## src/rtl/stim_sequencer_pkg.sv

```systemverilog
// stim_sequencer_pkg
//   Shared definitions for the stimulus sequencer:
//   - state_t     : playback FSM states (IDLE, PLAY, FINISH)
//   - NUM_STEPS   : number of entries in the constant step table
//   - step_vec()  : {i1,i2,i3,i4} vector of a table step
//   - step_dwell(): dwell of a table step in clock cycles
package stim_sequencer_pkg;

  typedef enum logic [1:0] {
    ST_IDLE   = 2'd0,
    ST_PLAY   = 2'd1,
    ST_FINISH = 2'd2
  } state_t;

  localparam int NUM_STEPS = 12;

  // Stimulus vector per step, bit order {i1,i2,i3,i4}.
  function automatic logic [3:0] step_vec(input int idx);
    logic [3:0] v;
    case (idx)
      0:       v = 4'b0010;
      1:       v = 4'b1001;
      2:       v = 4'b1000;
      3:       v = 4'b0010;
      4:       v = 4'b0110;
      5:       v = 4'b1000;
      6:       v = 4'b1001;
      7:       v = 4'b1000;
      8:       v = 4'b0001;
      9:       v = 4'b0011;
      10:      v = 4'b1010;
      11:      v = 4'b1000;
      default: v = 4'b0000;
    endcase
    return v;
  endfunction

  // Dwell per step in cycles.
  function automatic logic [7:0] step_dwell(input int idx);
    logic [7:0] d;
    case (idx)
      0:       d = 8'd2;
      1:       d = 8'd5;
      2:       d = 8'd2;
      3:       d = 8'd4;
      4:       d = 8'd5;
      5:       d = 8'd5;
      6:       d = 8'd5;
      7:       d = 8'd3;
      8:       d = 8'd3;
      9:       d = 8'd2;
      10:      d = 8'd2;
      11:      d = 8'd3;
      default: d = 8'd1;
    endcase
    return d;
  endfunction

endpackage

```

## src/rtl/stim_sequencer_dwell_counter.sv

```systemverilog
// dwell_counter
//   Loadable down-counter timing how long the current step is held.
//   Ports:
//     clk, reset : clock, asynchronous active-low reset
//     load       : load `value` (a value of 0 is loaded as 1)
//     value      : dwell in cycles for the step being entered
//     hold       : freeze the count (pause); also masks expire
//     expire     : high during the last cycle of the dwell
module dwell_counter #(
  parameter int W = 16
) (
  input  logic         clk,
  input  logic         reset,
  input  logic         load,
  input  logic [W-1:0] value,
  input  logic         hold,
  output logic         expire
);

  logic [W-1:0] count_q;

  // The count loaded on entry equals the number of cycles the step is shown;
  // the cycle in which it reads 1 is the last one, so the next step can be
  // loaded on that edge without a gap cycle.
  always_ff @(posedge clk or negedge reset) begin
    if (!reset) begin
      count_q <= '0;
    end else if (load) begin
      count_q <= (value == '0) ? W'(1) : value;
    end else if (!hold && (count_q != '0)) begin
      count_q <= count_q - W'(1);
    end
  end

  assign expire = !hold && (count_q == W'(1));

endmodule

```

## src/rtl/stim_sequencer.sv

```systemverilog
// stim_sequencer
//   Plays a constant table of {i1,i2,i3,i4} vectors, each held for its
//   dwell, into a downstream sequence detector.
//   Ports:
//     clk, reset      : clock, asynchronous active-low reset
//     start           : one-cycle playback request, honoured in IDLE only
//     pause           : level; freezes step, vector and dwell in PLAY
//     abort           : one-cycle request to end playback (beats pause/start)
//     i1..i4          : registered stimulus vector
//     step_idx        : index of the step currently driven
//     busy            : high while a step is being driven
//     done            : one-cycle pulse after the last step (LOOP=0 only)
//     dbg_state       : current FSM state, for observation
//   Handshake: start and abort are single-cycle requests sampled on the
//   rising edge; there is no back-pressure. All outputs come from flops.
module stim_sequencer #(
  parameter int NUM_STEPS = stim_sequencer_pkg::NUM_STEPS,
  parameter int DWELL_W   = 16,
  parameter bit LOOP      = 1'b0
) (
  input  logic                         clk,
  input  logic                         reset,
  input  logic                         start,
  input  logic                         pause,
  input  logic                         abort,
  output logic                         i1,
  output logic                         i2,
  output logic                         i3,
  output logic                         i4,
  output logic [$clog2(NUM_STEPS)-1:0] step_idx,
  output logic                         busy,
  output logic                         done,
  output logic [1:0]                   dbg_state
);
  import stim_sequencer_pkg::*;

  localparam int IDX_W = $clog2(NUM_STEPS);
  localparam logic [IDX_W-1:0] LAST_IDX = IDX_W'(NUM_STEPS - 1);

  state_t             state_q, state_d;
  logic [IDX_W-1:0]   idx_q, idx_d;
  logic [3:0]         vec_q, vec_d;
  logic               busy_q, busy_d;
  logic               done_q, done_d;

  logic               cnt_load;
  logic               cnt_hold;
  logic [DWELL_W-1:0] cnt_value;
  logic               cnt_expire;

  dwell_counter #(.W(DWELL_W)) u_dwell (
    .clk    (clk),
    .reset  (reset),
    .load   (cnt_load),
    .value  (cnt_value),
    .hold   (cnt_hold),
    .expire (cnt_expire)
  );

  always_ff @(posedge clk or negedge reset) begin
    if (!reset) begin
      state_q <= ST_IDLE;
      idx_q   <= '0;
      vec_q   <= '0;
      busy_q  <= 1'b0;
      done_q  <= 1'b0;
    end else begin
      state_q <= state_d;
      idx_q   <= idx_d;
      vec_q   <= vec_d;
      busy_q  <= busy_d;
      done_q  <= done_d;
    end
  end

  // Next-state logic computes the values the output flops take on the next
  // edge, so every output is a register.
  always_comb begin
    state_d   = state_q;
    idx_d     = idx_q;
    vec_d     = vec_q;
    busy_d    = busy_q;
    done_d    = 1'b0;
    cnt_load  = 1'b0;
    cnt_hold  = 1'b1;
    cnt_value = '0;

    case (state_q)
      ST_IDLE: begin
        idx_d  = '0;
        vec_d  = '0;
        busy_d = 1'b0;
        if (start && !abort) begin
          state_d   = ST_PLAY;
          vec_d     = step_vec(0);
          busy_d    = 1'b1;
          cnt_load  = 1'b1;
          cnt_value = DWELL_W'(step_dwell(0));
        end
      end

      ST_PLAY: begin
        if (abort) begin
          state_d = ST_IDLE;
          idx_d   = '0;
          vec_d   = '0;
          busy_d  = 1'b0;
        end else if (!pause) begin
          cnt_hold = 1'b0;
          if (cnt_expire) begin
            if (idx_q != LAST_IDX) begin
              idx_d     = idx_q + IDX_W'(1);
              vec_d     = step_vec(int'(idx_q) + 1);
              cnt_load  = 1'b1;
              cnt_value = DWELL_W'(step_dwell(int'(idx_q) + 1));
            end else if (LOOP) begin
              idx_d     = '0;
              vec_d     = step_vec(0);
              cnt_load  = 1'b1;
              cnt_value = DWELL_W'(step_dwell(0));
            end else begin
              state_d = ST_FINISH;
              idx_d   = '0;
              vec_d   = '0;
              busy_d  = 1'b0;
              done_d  = 1'b1;
            end
          end
        end
      end

      ST_FINISH: begin
        state_d = ST_IDLE;
        idx_d   = '0;
        vec_d   = '0;
        busy_d  = 1'b0;
      end

      default: begin
        state_d = ST_IDLE;
        idx_d   = '0;
        vec_d   = '0;
        busy_d  = 1'b0;
      end
    endcase
  end

  assign i1        = vec_q[3];
  assign i2        = vec_q[2];
  assign i3        = vec_q[1];
  assign i4        = vec_q[0];
  assign step_idx  = idx_q;
  assign busy      = busy_q;
  assign done      = done_q;
  assign dbg_state = state_q;

endmodule

```

## config.mk

```make
export PLATFORM = sky130hd
export DESIGN_NAME = stim_sequencer
export DESIGN_NICKNAME = d
export VERILOG_FILES = /design/src/rtl/stim_sequencer_pkg.sv /design/src/rtl/stim_sequencer_dwell_counter.sv /design/src/rtl/stim_sequencer.sv
export SDC_FILE = /design/constraint.sdc
export NUM_CORES = 1
export LEC_CHECK = 0
export ABC_CLOCK_PERIOD_IN_PS = 2550
export CORE_MARGIN = 5
export CORE_UTILIZATION = 62
export DETAILED_ROUTE_END_ITERATION = 10
export DONT_BUFFER_PORTS = 1
export GPL_ROUTABILITY_DRIVEN = 1
export PLACE_DENSITY = 0.74
export SLEW_MARGIN = 20
export SYNTH_ARGS = -nofsm -noshare
export SYNTH_HDL_FRONTEND = slang
export SYNTH_SLANG_ARGS = --single-unit
```

## constraint.sdc

```tcl
create_clock -name clk -period 2.55 [get_ports clk]
set_input_delay 0.255 -clock clk [delete_from_list [all_inputs] [get_ports clk]]
set_output_delay 0.255 -clock clk [all_outputs]
set_load 0.01 [all_outputs]
```

==> results.txt, run 1 <==
----------------------------------------------------
[Outcome]
  Run status ... complete, no violations

[Synth]
  Proportion of synthesized flip-flops having asynchronous set or reset ... 1.00
  Syn Std Cell Area ... 1880 sq um
  Synth top cells by count ... nor2_1 (31), dfrtp_1 (28), xor2_1 (16)
  Yosys warnings ... 0
  Primary FF master, synth ... dfrtp_1
  Total nets after synthesis ... 227
  Most frequently used cell type in the post-synthesis netlist ... nor2_1
  Compound-gate portion of the synthesized area ... 0.136
  Number of synthesized flops with an enable pin ... 0
  Post-Syn Instances ... 213
  Cell types occupying the most area after synthesis ... dfrtp_1 (37%), xor2_1 (7.4%), nor2_1 (6.2%)
  Proportion of synthesized chip area in sequential cells ... 0.372
  Portion of netlist area occupied by mux cells ... 0.0219
  Xor and xnor fraction of the mapped netlist area ... 0.0791
  Synth cell types ... 51
  Flop and latch count out of synthesis ... 28
  Portion of synthesized cell area occupied by the leading cell type ... 0.372
  Yosys top cell by area ... dfrtp_1
  Basic-gate share of the synthesized area counting and, or, nand and nor cells ... 0.289
  Largest family of logic cells by synthesized area ... simple AND/OR/NAND/NOR gates
  Mean Syn Cell Area ... 8.84 sq um
  Adder and majority cell fraction of the synthesized area ... 0.0598

[Global route]
  Initial antenna violation count ... 0
  Total routing usage reported by global routing ... 0.199
  Wire length of the first global-routing pass ... 6800 microns
  Vias in the first global route ... 1472
  Total gr overflow ... 0
  Pin count of the biggest net entering global routing ... 29

[CTS]
  Postcts setup bufs ... 0
  CTS tree ... built
  Maximum level of the CTS H-tree ... 1
  Later-pin clock latency in the skew report ... 0.32 ns
  Cell at the root of the clock tree ... clkbuf_4
  Sink Count ... 28
  Number of buffers created by CTS ... 3
  Reg clk slew, reported paths ... 0.14 ns
  CTS max path bufs ... 2
  CTS resizes ... 0

[Critical path]
  Buffers and inverters on the worst path ... 1
  CP top delay family ... simple AND/OR/NAND/NOR gates
  Cell-by-cell trace of the critical path ... or4_1, nor3_4, nand3_2, nand2_1, buf_4, nor2_1
  Highest fanout seen on the critical path ... 9
  Register-to-register path setup slack ... 0.41 ns
  Critical path capture point type ... flip-flop
  Data required time at the worst endpoint ... 2.77 ns
  Endpoint of the worst-slack reg-to-reg timing path ... u_dwell.count_q[12]$_DFFE_PN0P_
  Critical Path Source Type ... flip-flop
  R2R cell count ... 6
  Highest cell delay on the worst timing path ... 0.67 ns
  Data arrival time at the worst-slack endpoint ... 2.36 ns
  Crit Path Category ... flip-flop to flip-flop
  Critical register-to-register path startpoint ... u_dwell.count_q[8]$_DFFE_PN0P_
  CP max stage cell ... or4_1

[Timing]
  Share of the clock period used by the worst path ... 0.839
  Post-route minimum period ... 2.14 ns
  Upper clock frequency limit ... 0.467 GHz
  Number of pins exceeding their max-slew limit in the final report ... 0
  Number of setup violations in the final report ... 0
  Clk_skew ... 0.00285 ns
  Final hold vios ... 0
  RSZ-0062 raised after global routing ... no
  Worst-margin pin slew ... 0.499 ns
  Slew headroom ... 0.662
  Total Neg Setup Slack ... 0 ns

[Finish]
  Count of inserted antenna diode cells ... 0
  Fill cell count ... 261
  Fin nets ... 231
  Area overhead of the layout relative to synthesis ... 5.65%
  Share of post-route cells with drive strength above 1 ... 0.0837

[Worst hold path]
  Min-Delay Endpoint ... busy$_DFFE_PN0P_
  Min-delay src ... start
  Hold crit path type ... input pin to flip-flop
  Hold-critical path depth ... 2

[Place]
  Count of input and output buffers ... 0
  Final estimated routing congestion in global placement ... 0.869
  Sum of net half-perimeters after detailed placement ... 2900 microns

[Floorplan]
  Effective utilization at floorplan ... 0.632
  Io pins ... 17
  Die Width ... 65.1 microns
  Std-Cell Core Area ... 2980 sq um
  Die boundary height ... 65.1 microns
  Die ar. ... 4240 sq um
  Standard-cell rows ... 20

[Power and ir drop]
  Sequential cell fraction of total power ... 0.479
  Cell-internal power ... 0.737 mW
  Net switching fraction of the power ... 0.377
  Clock share of power ... 0.148
  Overall power of the completed layout ... 1.18 mW
  Combinational Power Share ... 0.373
  Net switching component of the power ... 0.446 mW
  Leakage ... 0.866 nW
  Worst-case vdd ir drop ... 0.435 mV
  Power per cell area ... 595 nW/um^2

[Detailed routing]
  Count of TritonRoute iterations in the first routing pass ... 4
  Number of DRC markers after the initial detailed-route iteration ... 113
  DR WL/cell ... 15.4 microns
  Residual antenna-violating net count after detailed routing ... 0
  Via-to-Cell Ratio ... 6.27
  Sum of routed wire length over all layers ... 3810 microns
  Vias ... 1554
  DRC viols ... 0

[Job]
  Max-Cap Viols ... 0

----------------------------------------------------
placed cells by master, fill, tap and decap left out, types with 4 or more instances in the layout:
master,instances
dfrtp_1,28
buf_4,8
ha_1,9
o21ai_0,11
nor2_1,31
and2_1,4
nor3_1,4
nand2_1,14
nor2b_1,5
xor2_1,16
nand3_1,7
a21oi_1,7
nand4_1,10
inv_1,7
power groups by stage:
| stage | Combinational (mW) | Clock, mW | Sequential [mW] |
|---|---|---|---|
| floorplan | 0.364 | 0 | 0.561 |
| detailed placement | 0.426 | 0 | 0.575 |
| finish | 0.442 | 0.175 | 0.567 |
| global route | 0.504 | 0.200 | 0.578 |
| CTS | 0.444 | 0.181 | 0.566 |
| global placement | 0.420 | 0 | 0.572 |
cell families after synthesis:
family,Yosys count
adder cells (fa/ha/maj),9
multiplexers,4
AND/OR/NAND/NOR,99
buffers and inverters,18
flip-flops,28
AO/OA/AOI/OAI,38
XOR/XNOR,17
stage by stage:
stage / hold slack (ns) / area (sq um) / utilization / instances / setup WS [ns]
3_5_place_dp: -0.0399 / 1940 / 0.650 / 243 / 0.417
6_report: 0.129 / 1990 / 0.668 / 248 / 0.410
4_1_cts: 0.126 / 1990 / 0.668 / 248 / 0.385
5_1_grt: 0.156 / 1990 / 0.668 / 248 / 0.239
3_3_place_gp: -0.0400 / 1940 / 0.650 / 243 / 0.441
2_1_floorplan: -0.0406 / 1880 / - / 213 / 0.593
area by class of cell:
cell class	instances	area, sq um	area share
multi-input combinational	167	1110	0.557
sequential	28	701	0.352
timing repair buffer	10	90.1	0.0453
tap	33	41.3	0.0208
inverter	7	26.3	0.0132
clock buffer	3	22.5	0.0113
routing by layer:
metal	track usage	up-vias	routed length (microns)
li1	-	770	-
met1	0.294	736	1790
met2	0.313	46	1760
met3	0.0325	2	257
met4	0.0311	0	10
met5	0	-	0
worst max path at each step:
| stage | startpoint | to | slack, ns | cells after the start |
|---|---|---|---|---|
| floorplan | step_idx[0]$_DFFE_PN0P_ | u_dwell.count_q[0]$_DFFE_PN0P_ | 0.59 | 7 |
| global placement | u_dwell.count_q[8]$_DFFE_PN0P_ | u_dwell.count_q[6]$_DFFE_PN0P_ | 0.44 | 6 |
| detailed placement | u_dwell.count_q[8]$_DFFE_PN0P_ | u_dwell.count_q[12]$_DFFE_PN0P_ | 0.42 | 6 |
| CTS | u_dwell.count_q[8]$_DFFE_PN0P_ | u_dwell.count_q[12]$_DFFE_PN0P_ | 0.38 | 6 |
| global route | u_dwell.count_q[8]$_DFFE_PN0P_ | u_dwell.count_q[12]$_DFFE_PN0P_ | 0.24 | 6 |
| finish | u_dwell.count_q[8]$_DFFE_PN0P_ | u_dwell.count_q[12]$_DFFE_PN0P_ | 0.41 | 6 |
flip-flops by register name (all words and copies together) (netlist names):
signal           cells
vec_q                4
dbg_state            2
u_dwell.count_q     16
done                 1
busy                 1
step_idx             4
worst reg2reg max path, delay by kind of cell, from the launching register on:
| kind | cells | cell delay [ns] |
|---|---|---|
| buf+inv | 1 | 0.22 |
| flops | 1 | 0.42 |
| simple gates | 5 | 1.41 |
timing repair:
| action | CTS | global route |
|---|---|---|
| hold buffers | 2 | 0 |
| setup endpoints to repair | 0 | 0 |
| hold endpoints to repair | 28 | 0 |
(Power assumes the default switching activity.)
==> run 2, diff against run 1 <==
--- a/config.mk
+++ b/config.mk
@@ -5,13 +5,13 @@
 export SDC_FILE = /design/constraint.sdc
 export NUM_CORES = 1
 export LEC_CHECK = 0
-export ABC_CLOCK_PERIOD_IN_PS = 2550
+export ABC_CLOCK_PERIOD_IN_PS = 1850
 export CORE_MARGIN = 5
-export CORE_UTILIZATION = 62
+export CORE_UTILIZATION = 57
 export DETAILED_ROUTE_END_ITERATION = 10
 export DONT_BUFFER_PORTS = 1
 export GPL_ROUTABILITY_DRIVEN = 1
-export PLACE_DENSITY = 0.74
+export PLACE_DENSITY = 0.71
 export SLEW_MARGIN = 20
 export SYNTH_ARGS = -nofsm -noshare
 export SYNTH_HDL_FRONTEND = slang
==> constraint.sdc (replaced) <==
create_clock -name clk -period 1.85 [get_ports clk]
set_input_delay 0.185 -clock clk [delete_from_list [all_inputs] [get_ports clk]]
set_output_delay 0.185 -clock clk [all_outputs]
set_load 0.01 [all_outputs]
==> results.txt, run 2 (synthesized netlist as in run 1, its figures left out) <==
----------------------------------------------------
[Critical path]
  CP top delay family ... simple AND/OR/NAND/NOR gates
  Critical Path Source Type ... flip-flop
  R2R cell count ... 6
  Highest fanout seen on the critical path ... 6
  Data arrival time at the worst-slack endpoint ... 2.22 ns
  Critical path depth ... 6
  Worst setup startpoint ... u_dwell.count_q[3]$_DFFE_PN0P_
  CP max stage cell ... or4_4
  Highest cell delay on the worst timing path ... 0.61 ns
  Cell-by-cell trace of the critical path ... or4_4, nand4bb_1, buf_4, nand4_1, xor2_1, nor2_1
  Data required time at the worst endpoint ... 2.09 ns
  Critical register-to-register path startpoint ... u_dwell.count_q[3]$_DFFE_PN0P_
  Crit Path Category ... flip-flop to flip-flop
  Critical path capture point type ... flip-flop
  Buffers and inverters on the worst path ... 1

[Finish]
  Fin nets ... 262
  Count of inserted antenna diode cells ... 0
  Multi-input combinational cell area ... 1220 sq um
  Commonest cells after routing, fill and taps aside ... buf_4 (36), nor2_1 (29), dfrtp_1 (27), xor2_1 (16), nand2_1 (13)
  Fill cell count ... 226
  Share of post-route cells with drive strength above 1 ... 0.279
  Number of flip-flops under the largest register name ... 16
  Largest register by flop count ... u_dwell.count_q
  Area overhead of the layout relative to synthesis ... 26.5%
  Sequential Area ... 702 sq um
  Most common cell after layout, fill and taps aside ... buf_4

[Timing]
  Post-route minimum period ... 1.98 ns
  Slew headroom ... 0.602
  Worst-margin pin slew ... 0.589 ns
  Number of pins exceeding their max-slew limit in the final report ... 0
  Setup ws final ... -0.132 ns
  Number of setup violations in the final report ... 20
  Total Neg Setup Slack ... -1.54 ns
  Upper clock frequency limit ... 0.505 GHz
  Share of the clock period used by the worst path ... 1.07
  Final hold vios ... 0
  Clk_skew ... 0.00195 ns
  RSZ-0062 raised after global routing ... yes
  Tightest hold margin ... 0.0494 ns

[Floorplan]
  Die ar. ... 4550 sq um
  Die boundary height ... 67.5 microns
  Io pins ... 17
  Standard-cell rows ... 20
  Std-Cell Core Area ... 3100 sq um
  Effective utilization at floorplan ... 0.607
  Die Width ... 67.5 microns

[CTS]
  Maximum level of the CTS H-tree ... 1
  Reg clk slew, reported paths ... 0.15 ns
  Number of buffers created by CTS ... 3
  Later-pin clock latency in the skew report ... 0.33 ns
  CTS max path bufs ... 2
  Cell at the root of the clock tree ... clkbuf_4
  Sink Count ... 28
  CTS tree ... built

[Global route]
  Total routing usage reported by global routing ... 0.239
  Vias in the first global route ... 1738
  Pin count of the biggest net entering global routing ... 29
  Total gr overflow ... 0
  Wire length of the first global-routing pass ... 8260 microns
  Initial antenna violation count ... 0

[Outcome]
  Run status ... finished with violations
  Violated checks ... setup timing

[Power and ir drop]
  Leakage ... 1.05 nW
  Overall power of the completed layout ... 2.12 mW
  Worst-case vdd ir drop ... 0.492 mV
  Power per cell area ... 890 nW/um^2

[Job]
  Max-Cap Viols ... 0

[Detailed routing]
  Sum of routed wire length over all layers ... 5080 microns
  Vias ... 1777
  DR WL/cell ... 17.5 microns
  Number of DRC markers after the initial detailed-route iteration ... 102
  Residual antenna-violating net count after detailed routing ... 0
  Count of TritonRoute iterations in the first routing pass ... 4
  DRC viols ... 0
  Via-to-Cell Ratio ... 6.11

[Place]
  Count of input and output buffers ... 0
  Final estimated routing congestion in global placement ... 0.853
  Sum of net half-perimeters after detailed placement ... 3740 microns

[Worst hold path]
  Hold crit path type ... input pin to flip-flop
  Min-delay src ... start
  Hold-critical path depth ... 2

----------------------------------------------------
-- run 2: cell types whose count changed in the layout (fill, tap and decap cells not counted), sizes merged --
cell,change
buf,+31
clkbuf,+1
-- run 2: final timing paths --
check                                                        to  slack, ns
worst max-delay path            u_dwell.count_q[11]$_DFFE_PN0P_      -0.13
worst min-delay path                           busy$_DFFE_PN0P_       0.05
worst min register to register  u_dwell.count_q[15]$_DFFE_PN0P_       0.59
worst max register to register  u_dwell.count_q[11]$_DFFE_PN0P_      -0.13
min in group asynchronous       u_dwell.count_q[12]$_DFFE_PN0P_       0.28
max in group asynchronous               step_idx[0]$_DFFE_PN0P_       1.41
-- run 2: per-stage QoR --
stage | instance area [sq um] | cells | worst slack (ns) | util
final | 2380 | 291 | -0.132 | 0.768
after global routing | 2380 | 291 | -0.202 | 0.768
after CTS | 2300 | 290 | -0.0981 | 0.740
after detailed placement | 2200 | 283 | -0.109 | 0.709
after global placement | 2200 | 283 | -0.0230 | 0.709
after floorplan | 1910 | 213 | -0.0489 | -
-- run 2: area by class of cell --
cell class / instances / share of cell area
Clock buffer: 4 / 0.0152
Inverter: 7 / 0.0110
Multi-Input combinational cell: 167 / 0.512
Sequential cell: 28 / 0.295
Tap cell: 44 / 0.0231
Timing Repair Buffer: 41 / 0.144
-- run 2: timing repair --
action / in CTS / in global routing
resized for setup: 8 / 16
setup endpoints to repair: 27 / 27
endpoints found under the hold margin: 28 / 0
pin swaps: 7 / 9
hold buffers: 2 / 0
setup buffers: 1 / 2
-- run 2: worst reg2reg max path, cell delays in order (launching register included) --
cell,delay (ns)
dfrtp_1,0.41
or4_4,0.61
nand4bb_1,0.29
buf_4,0.21
nand4_1,0.12
xor2_1,0.19
nor2_1,0.06
-- run 2: report_power, final --
group	switching [mW]	internal, mW	total (mW)	leakage [nW]
clock	0.185	0.121	0.305	0.0210
sequential	0.0804	0.690	0.770	0.379
combinational	0.543	0.503	1.05	0.653
total	0.808	1.31	2.12	1.05
-- run 2: per-layer routing --
metal	global-route usage	up-vias	part of all wire
li1	-	837	-
met1	0.329	886	0.45
met2	0.390	47	0.48
met3	0.0266	7	0.051
met4	0.0785	0	0.012
met5	0	-	0
==> run 3, diff against run 2 <==
--- a/config.mk
+++ b/config.mk
@@ -15,4 +15,5 @@
 export SLEW_MARGIN = 20
 export SYNTH_ARGS = -nofsm -noshare
 export SYNTH_HDL_FRONTEND = slang
+export SYNTH_HIERARCHICAL = 1
 export SYNTH_SLANG_ARGS = --single-unit
==> results.txt, run 3 <==
----------------------------------------------------
[Outcome]
  Run status ... finished with violations
  Violated checks ... setup timing

[Place]
  Instance area at placement ... 2830 sq um
  Count of input and output buffers ... 0
  Final estimated routing congestion in global placement ... 0.879
  Sum of net half-perimeters after detailed placement ... 4460 microns

[Finish]
  Area overhead of the layout relative to synthesis ... 45.0%
  Fin nets ... 361
  Post-route cell area ... 3050 sq um
  Most common cell after layout, fill and taps aside ... buf_4
  Number of flip-flops under the largest register name ... 16
  Count of inserted antenna diode cells ... 0
  Share of post-route cells with drive strength above 1 ... 0.340
  Multi-input combinational cell area ... 1520 sq um
  Sequential Area ... 703 sq um
  Largest register by flop count ... u_dwell/count_q
  Fill cell count ... 231
  Commonest cells after routing, fill and taps aside ... buf_4 (74), dfrtp_1 (26), conb_1 (26), nand2_1 (25)

[CTS]
  Number of buffers created by CTS ... 3
  Later-pin clock latency in the skew report ... 0.28 ns
  Maximum level of the CTS H-tree ... 1
  CTS max path bufs ... 2
  Reg clk slew, reported paths ... 0.11 ns
  Cell at the root of the clock tree ... clkbuf_8
  CTS tree ... built
  Sink Count ... 28

[Critical path]
  CP top delay family ... simple AND/OR/NAND/NOR gates
  Data arrival time at the worst-slack endpoint ... 2.47 ns
  Buffers and inverters on the worst path ... 0
  Cell-by-cell trace of the critical path ... nor4_4, nand4_1, nor4bb_1, nor2b_2, and3_4, nand2_1, o21ai_2, nor4_1, a41o_1, o21ai_1, a211oi_1
  Highest cell delay on the worst timing path ... 0.43 ns
  CP max stage cell ... dfrtp_1
  Critical Path Source Type ... flip-flop
  Crit Path Category ... flip-flop to flip-flop
  Data required time at the worst endpoint ... 2.01 ns
  Highest fanout seen on the critical path ... 3
  Critical path capture point type ... flip-flop

[Timing]
  Number of setup violations in the final report ... 28
  Post-route minimum period ... 2.31 ns
  RSZ-0062 raised after global routing ... yes
  Number of pins exceeding their max-slew limit in the final report ... 0
  Upper clock frequency limit ... 0.433 GHz
  Clk_skew ... 0.00519 ns
  Tightest hold margin ... 0.120 ns
  Setup ws final ... -0.459 ns
  Share of the clock period used by the worst path ... 1.25
  Final hold vios ... 0

[Job]
  Max-Cap Viols ... 0

[Synth]
  Flop and latch count out of synthesis ... 28
  Cell types occupying the most area after synthesis ... dfrtp_1 (33%), nand2_1 (4.8%), ha_1 (4.8%)
  Number of synthesized flops with an enable pin ... 0
  Mean Syn Cell Area ... 8.36 sq um
  Yosys top cell by area ... dfrtp_1
  Primary FF master, synth ... dfrtp_1
  Portion of synthesized cell area occupied by the leading cell type ... 0.333
  Yosys warnings ... 6
  Proportion of synthesized chip area in sequential cells ... 0.333
  Post-Syn Instances ... 252
  Synth top cells by count ... dfrtp_1 (28), nand2_1 (27), nor2_1 (20)
  Proportion of synthesized flip-flops having asynchronous set or reset ... 1.00
  Syn Std Cell Area ... 2110 sq um
  Most frequently used cell type in the post-synthesis netlist ... dfrtp_1
  Synth cell types ... 66

[Detailed routing]
  Topmost layer with routed signal wires ... met4
  DR WL/cell ... 16.3 microns
  Wire length on met2 ... 3360 microns
  Met1 wire length ... 2590 microns
  Via-to-Cell Ratio ... 5.86
  Vias ... 2313
  Count of TritonRoute iterations in the first routing pass ... 4
  Residual antenna-violating net count after detailed routing ... 0
  DRC viols ... 0
  Number of DRC markers after the initial detailed-route iteration ... 170
  Sum of routed wire length over all layers ... 6440 microns
  Met3 routed WL ... 295 microns

[Floorplan]
  Die Width ... 70.8 microns
  Std-Cell Core Area ... 3630 sq um
  Standard-cell rows ... 22
  Die boundary height ... 70.8 microns
  Die ar. ... 5010 sq um
  Io pins ... 17
  Effective utilization at floorplan ... 0.580

[Global route]
  Vias in the first global route ... 2358
  Initial antenna violation count ... 0
  Total gr overflow ... 0
  Wire length of the first global-routing pass ... 10800 microns
  Total routing usage reported by global routing ... 0.265
  Pin count of the biggest net entering global routing ... 29

[Power and ir drop]
  Net switching fraction of the power ... 0.343
  Net switching component of the power ... 0.774 mW
  Overall power of the completed layout ... 2.26 mW
  Worst-case vdd ir drop ... 0.468 mV
  Leakage ... 1.36 nW
  Cell-internal power ... 1.48 mW
  Clock share of power ... 0.221
  Combinational Power Share ... 0.420
  Power per cell area ... 739 nW/um^2
  Sequential cell fraction of total power ... 0.358

[Worst hold path]
  Hold crit path type ... input pin to flip-flop

----------------------------------------------------
==> run 3: kinds of logic (layout without fill, tap and decap cells) <==
logic type / count (synthesis) / count (layout) / synth area share
xor gates and xnor gates: 2 / 2 / 0.0119
AOI/OAI and AO/OA: 68 / 68 / 0.223
other: 1 / 26 / 0.00178
buffers and inverters: 26 / 96 / 0.0499
adders and majority gates: 9 / 9 / 0.0523
DFF: 28 / 28 / 0.333
muxes: 1 / 1 / 0.00475
and+or+nand+nor: 117 / 117 / 0.323
==> run 3: area by class of cell <==
type / instances / area share
clock buffers: 3 / 0.0135
clock inverters: 1 / 0.00983
inverters: 12 / 0.0147
multi-input cells: 223 / 0.497
flip-flops and latches: 28 / 0.230
well taps: 48 / 0.0197
repair buffers: 80 / 0.215
==> run 3: timing repair <==
item | CTS | global route
endpoints found under the hold margin | 28 | 0
hold buffers | 2 | 0
resized for setup | 9 | 4
setup buffers | 6 | 2
endpoints found under the setup margin | 28 | 28
pin swaps | 9 | 2
==> run 3: final timing paths <==
kind | slack [ns] | to | start | depth (start not counted)
worst max register to register | -0.46 | u_dwell/count_q[0]$_DFFE_PN0P_ | u_dwell/count_q[5]$_DFFE_PN0P_ | 11
worst min register to register | 0.57 | vec_q[0]$_DFFE_PN0P_ | vec_q[0]$_DFFE_PN0P_ | 2
worst min-delay path | 0.12 | dbg_state[0]$_DFFE_PN0P_ | start | 2
worst max-delay path | -0.46 | u_dwell/count_q[0]$_DFFE_PN0P_ | u_dwell/count_q[5]$_DFFE_PN0P_ | 11
min in group asynchronous | 0.34 | u_dwell/count_q[13]$_DFFE_PN0P_ | reset | 2
max in group asynchronous | 1.34 | dbg_state[1]$_DFFE_PN0P_ | reset | 2
==> run 3: power by group through the flow <==
| stage | combinational (mW) | clock [mW] | sequential, mW |
|---|---|---|---|
| 6_report | 0.948 | 0.500 | 0.809 |
| 5_1_grt | 1.02 | 0.541 | 0.825 |
| 4_1_cts | 0.897 | 0.507 | 0.807 |
| 3_5_place_dp | 0.836 | 0 | 0.816 |
| 3_3_place_gp | 0.820 | 0 | 0.813 |
| 2_1_floorplan | 0.422 | 0 | 0.836 |
==> run 3: layer usage <==
layer,up-vias,GRT usage
li1,1107,-
met1,1109,0.313
met2,80,0.472
met3,17,0.0582
met4,0,0.0919
met5,-,0
==> run 3: metrics by stage <==
stage / setup TNS, ns / worst slack [ns] / instances / utilization
detailed placement: -8.60 / -0.522 / 383 / 0.780
global route: -12.46 / -0.634 / 395 / 0.841
CTS: -7.23 / -0.443 / 395 / 0.830
floorplan: -7.62 / -0.514 / 277 / -
global placement: -7.22 / -0.469 / 383 / 0.780
finish: -7.45 / -0.459 / 395 / 0.841
==> run 3: worst register-to-register path, cell delays in order (launching register included) <==
cell	delay (ns)
dfrtp_1	0.43
nor4_4	0.33
nand4_1	0.15
nor4bb_1	0.25
nor2b_2	0.20
and3_4	0.20
nand2_1	0.07
o21ai_2	0.14
nor4_1	0.06
a41o_1	0.18
o21ai_1	0.12
a211oi_1	0.05
